`config.mk`:
```
export PLATFORM = sky130hd
export DESIGN_NAME = lfsr_stream
export DESIGN_NICKNAME = d
export VERILOG_FILES = /design/src/rtl/lfsr_stream.sv
export SDC_FILE = /design/constraint.sdc
export NUM_CORES = 1
export LEC_CHECK = 0
export CAP_MARGIN = 5
export CORE_MARGIN = 2
export CORE_UTILIZATION = 40
export CTS_CLUSTER_DIAMETER = 30
export DETAILED_ROUTE_END_ITERATION = 8
export PLACE_DENSITY_LB_ADDON = 0.2
export REMOVE_ABC_BUFFERS = 1
export SYNTH_ARGS = -nofsm -noshare
export SYNTH_HDL_FRONTEND = slang
export SYNTH_SLANG_ARGS = --single-unit
```
`constraint.sdc`:
```
create_clock -name clk_i -period 2.35 [get_ports clk_i]
set_clock_uncertainty 0.15 [all_clocks]
set_input_delay 0.3525 -clock clk_i [delete_from_list [all_inputs] [get_ports clk_i]]
set_output_delay 0.3525 -clock clk_i [all_outputs]
set_load 0.005 [all_outputs]
```
`src/rtl/lfsr_stream.sv`:
```
// Fibonacci LFSR pseudo-random word source with a valid/ready output stream.
// Optional build macro LFSR_STREAM_LOCKUP_RECOVER_EN: reload SEED on all-zero state.
module lfsr_stream #(
  parameter int          WIDTH = 32,
  parameter logic [31:0] TAPS  = 32'h088C_8892,
  parameter logic [31:0] SEED  = 32'h00BD_F3A0,
  parameter int          STEPS = 1,
  parameter int          OUT_W = 32,
  parameter int          CNT_W = 16
) (
  input  logic             clk_i,
  input  logic             reset_i,
  input  logic             enable_i,
  input  logic             seed_load_i,
  input  logic [WIDTH-1:0] seed_i,
  output logic             valid_o,
  input  logic             ready_i,
  output logic [OUT_W-1:0] data_o,
  output logic [CNT_W-1:0] count_o,
  output logic             lockup_o
);

  typedef enum logic {IDLE, RUN} fsm_e;

  // Resize a 32-bit parameter to WIDTH bits; bits at or above WIDTH are dropped.
  function automatic logic [WIDTH-1:0] fit_width(input logic [31:0] v);
    logic [WIDTH-1:0] r;
    r = '0;
    for (int i = 0; i < 32; i++) begin
      if (i < WIDTH) r[i % WIDTH] = v[i];
    end
    return r;
  endfunction

  localparam logic [WIDTH-1:0] TAP_MASK = fit_width(TAPS);
  localparam logic [WIDTH-1:0] SEED_V   = fit_width(SEED);

  function automatic logic [WIDTH-1:0] lfsr_step(input logic [WIDTH-1:0] s);
    return {s[WIDTH-2:0], ^(s & TAP_MASK)};
  endfunction

  function automatic logic [WIDTH-1:0] lfsr_advance(input logic [WIDTH-1:0] s);
    logic [WIDTH-1:0] r;
    r = s;
    for (int i = 0; i < STEPS; i++) r = lfsr_step(r);
    return r;
  endfunction

  logic [WIDTH-1:0] state_p0;
  logic [CNT_W-1:0] cnt_p0;
  logic             vld_p0;
  logic             lock_p0;
  fsm_e             fsm_p0;
  logic             state_zero;
  logic             handshake;

  assign state_zero = (state_p0 == '0);

`ifdef LFSR_STREAM_LOCKUP_RECOVER_EN
  assign valid_o = vld_p0 & ~state_zero;
`else
  assign valid_o = vld_p0;
`endif

  assign handshake = valid_o & ready_i;
  assign data_o    = state_p0[OUT_W-1:0];
  assign count_o   = cnt_p0;
  assign lockup_o  = lock_p0;

  // Stage p0: LFSR state, stream control and status registers.
  always_ff @(posedge clk_i) begin
    if (reset_i) begin
      state_p0 <= SEED_V;
      fsm_p0   <= IDLE;
      vld_p0   <= 1'b0;
      cnt_p0   <= '0;
      lock_p0  <= 1'b0;
    end else begin
      if (state_zero) lock_p0 <= 1'b1;
      if (seed_load_i) begin
        state_p0 <= seed_i;
        cnt_p0   <= '0;
        fsm_p0   <= IDLE;
        vld_p0   <= 1'b0;
      end else begin
        case (fsm_p0)
          IDLE: begin
            if (enable_i) begin
              fsm_p0 <= RUN;
              vld_p0 <= 1'b1;
            end
          end
          RUN: begin
            if (handshake) begin
              state_p0 <= lfsr_advance(state_p0);
              cnt_p0   <= cnt_p0 + CNT_W'(1);
              if (!enable_i) begin
                fsm_p0 <= IDLE;
                vld_p0 <= 1'b0;
              end
            end
          end
          default: begin
            fsm_p0 <= IDLE;
            vld_p0 <= 1'b0;
          end
        endcase
`ifdef LFSR_STREAM_LOCKUP_RECOVER_EN
        if (state_zero) state_p0 <= SEED_V;
`endif
      end
    end
  end

endmodule

```
==> results.py <==
metrics = {
    "cts": {
        "cts_sinks": 51,
        "clk_pin_slew_ps": 90,
        "clk_latency_ps": 300,
        "htree_levels": 2,
        "cts_resized": 0,
        "cts_tree": "done",
        "cts_made_buffers": 5,
        "post_cts_buffers": 0,
        "hold_buffers": 0,
        "root_buffer": "clkbuf_8",
        "clockBufferDepth": 2,
    },
    "floorplan": {
        "rows": 28,
        "io-pin-count": 87,
        "fp.dieH_um": 82.4,
        "start_util_pct": 41.6,
        "core-area_sq_um": 5920,
        "die-area_sq_um": 6800,
        "die_x_um": 82.4,
    },
    "synth": {
        "ys_ff_latch": 51,
        "yosysSeqAreaShare_pct": 41.5,
        "ys_types": 32,
        "syn_area_sq_um": 2460,
        "synth.avg_cell_area_sq_um": 8.34,
        "synth_warnings": 0,
        "synthCells": 295,
    },
    "pwr": {
        "peakVddDrop_mv": 0.282,
        "combPwrFrac_pct": 15.5,
        "sw_frac_of_total_pct": 23.6,
        "power_frac_seq_pct": 53.4,
        "clkPwrFrac_pct": 31.1,
        "total_power_mw": 1.75,
        "p_switching_mw": 0.414,
        "leakage_nw": 1.27,
        "power_density_nw_per_um2": 498,
        "internal_power_mw": 1.34,
    },
    "layout": {
        "final_common_cell": "clkdlybuf4s50_1",
        "area_delta_synth_final_pct": 43.0,
        "final_layout_size_suffix_gt1_share_pct": 8.68,
        "fin_util_pct": 59.4,
        "diodes": 0,
        "fill_cells": 554,
        "fin_cells": 455,
        "layout_common_cells": "85 x clkdlybuf4s50_1, 72 x nand2_1, 51 x dfxtp_1",
        "num-nets-final": 418,
    },
    "setup_path": {
        "worstSetupPathType": "register to register",
        "startpoint_type": "register",
        "worstPathArrival_ps": 2080,
        "crit_chain": "nand4_2 > or3_1 > or4_1 > a21oi_1",
        "startpoint": "count_o[4]",
        "cpMaxStageDelayCell": "or4_1",
        "worstReg2RegStart": "count_o[4]",
        "end_kind": "register",
        "required_ps": 2430,
        "crit_fanout": 8,
        "critical-path-max-stage-delay_ps": 530,
    },
    "min_path": {
        "hp-class": "primary input to register",
        "min_from": "seed_load_i",
    },
    "sta": {
        "fin_tns_setup_ps": 0,
        "hold_viol_final": 0,
        "min_period_over_period_pct": 85.1,
        "min_period_ps": 2000,
        "rsz0062_at_grt": "false",
        "drv_slew": 0,
        "tightest_slew_ps": 351,
        "slew_headroom_pct": 76.4,
        "setup_violations": 0,
        "worst_slack_ps": 351,
        "fmax_ghz": 0.500,
    },
    "drt": {
        "vias": 2345,
        "drt-total-wl_um": 6370,
        "wire_per_inst_um": 14.0,
        "first_pass_iters": 4,
        "vias_per_cell": 5.15,
        "drt_iter0_markers": 66,
        "drc": 0,
        "ant_nets": 0,
    },
    "place": {
        "pre_cts_ws_ps": 174,
        "io_buffer_count": 86,
        "hpwl_um": 4660,
        "place_inst": 447,
        "routabilityCongestion": 0.889,
    },
    "global_route": {
        "track_usage_pct": 19.5,
        "grt_max_degree": 36,
        "grt_pass1_vias": 2178,
        "grt_overflow": 0,
        "antenna_found_initial": 0,
        "grt_pass1_wl_um": 10200,
    },
    "outcome": {
        "outcome": "completed",
    },
    "run": {
        "drv_cap": 0,
    },
}
[layout make-up]
class / count / area, sq um / area share (%)
multi-input combinational: 222 / 1360 / 38.5
sequential: 51 / 1020 / 29.0
timing repair buffer: 94 / 928 / 26.4
clock buffer: 8 / 100 / 2.84
tap: 75 / 93.8 / 2.67
inverter: 5 / 18.8 / 0.533
[per-layer routing]
metal / vias to the layer above / share of wire [%] / GRT usage (%) / wire [um]
met5: - / 0 / 0 / 0
met4: 0 / 1.4 / 6.67 / 91
met3: 9 / 6.0 / 5.11 / 383
met2: 62 / 49 / 32.3 / 3110
met1: 1090 / 44 / 24.3 / 2780
li1: 1184 / - / - / -
[Yosys cell counts]
master | count | area, sq um
nand3_1 | 7 | 35.0
nor4_1 | 8 | 50.1
or2_2 | 1 | 6.26
or3_1 | 3 | 18.8
ha_1 | 2 | 25.0
o31ai_1 | 4 | 30.0
mux2_2 | 13 | 146
a21oi_1 | 25 | 125
a21o_1 | 17 | 128
nand2_1 | 72 | 270
and4_1 | 1 | 8.76
mux2i_1 | 15 | 150
inv_1 | 5 | 18.8
buf_2 | 1 | 5.00
nor3_1 | 4 | 20.0
xnor2_1 | 14 | 123
o21ai_0 | 3 | 15.0
dfxtp_1 | 51 | 1020
a31oi_1 | 1 | 6.26
clkbuf_1 | 14 | 52.6
xor2_1 | 3 | 26.3
nor4b_1 | 2 | 17.5
nand4_2 | 1 | 12.5
nand2b_1 | 1 | 6.26
nand3_2 | 1 | 10.0
o21a_1 | 1 | 7.51
and4_2 | 1 | 10.0
and3_1 | 1 | 6.26
nor2_1 | 13 | 48.8
or4_1 | 3 | 22.5
nand4_1 | 5 | 31.3
buf_1 | 2 | 7.51
[critical path, delay by kind of cell (launching register included)]
kind | cells | cell delay (ps)
compound gates | 1 | 150
simple gates | 3 | 1190
flops | 1 | 440
[power by group through the flow]
stage	registers [mW]	logic, mW	clock network, mW
2_1_floorplan	0.950	0.104	0
3_3_place_gp	0.957	0.270	0
3_5_place_dp	0.957	0.273	0
4_1_cts	0.937	0.275	0.560
5_1_grt	0.944	0.296	0.593
6_report	0.937	0.271	0.545
[cells by family (layout without fill, tap and decap cells)]
logic type,count (synthesis),in the layout,share of synthesized area (%)
mux,28,28,12.0
xor+xnor,17,17,6.05
buf+inv,22,107,3.41
compound gates,51,51,12.7
flops,51,51,41.5
fa+ha+maj,2,2,1.02
simple gates,124,124,23.3
[state kept, by name (all words and copies together), names as in the netlist]
signal    count
count_o      16
data_o       32
fsm_p0        1
lockup_o      1
valid_o       1
[per-stage QoR]
step / area (sq um) / hold WS [ps]
finish: 3520 / 235
floorplan: 2400 / 272
detailed placement: 3420 / 309
global route: 3520 / 247
CTS: 3520 / 222
global placement: 3420 / 299
[path summary, 6_finish.rpt]
check | end | slack, ps | cells past startpoint
worst max-delay path | count_o[15] | 350 | 4
worst min-delay path | data_o[1] | 240 | 3
worst max register to register | count_o[15] | 350 | 4
worst min register to register | count_o[15] | 340 | 2
Power figures use the tool's default switching activity.
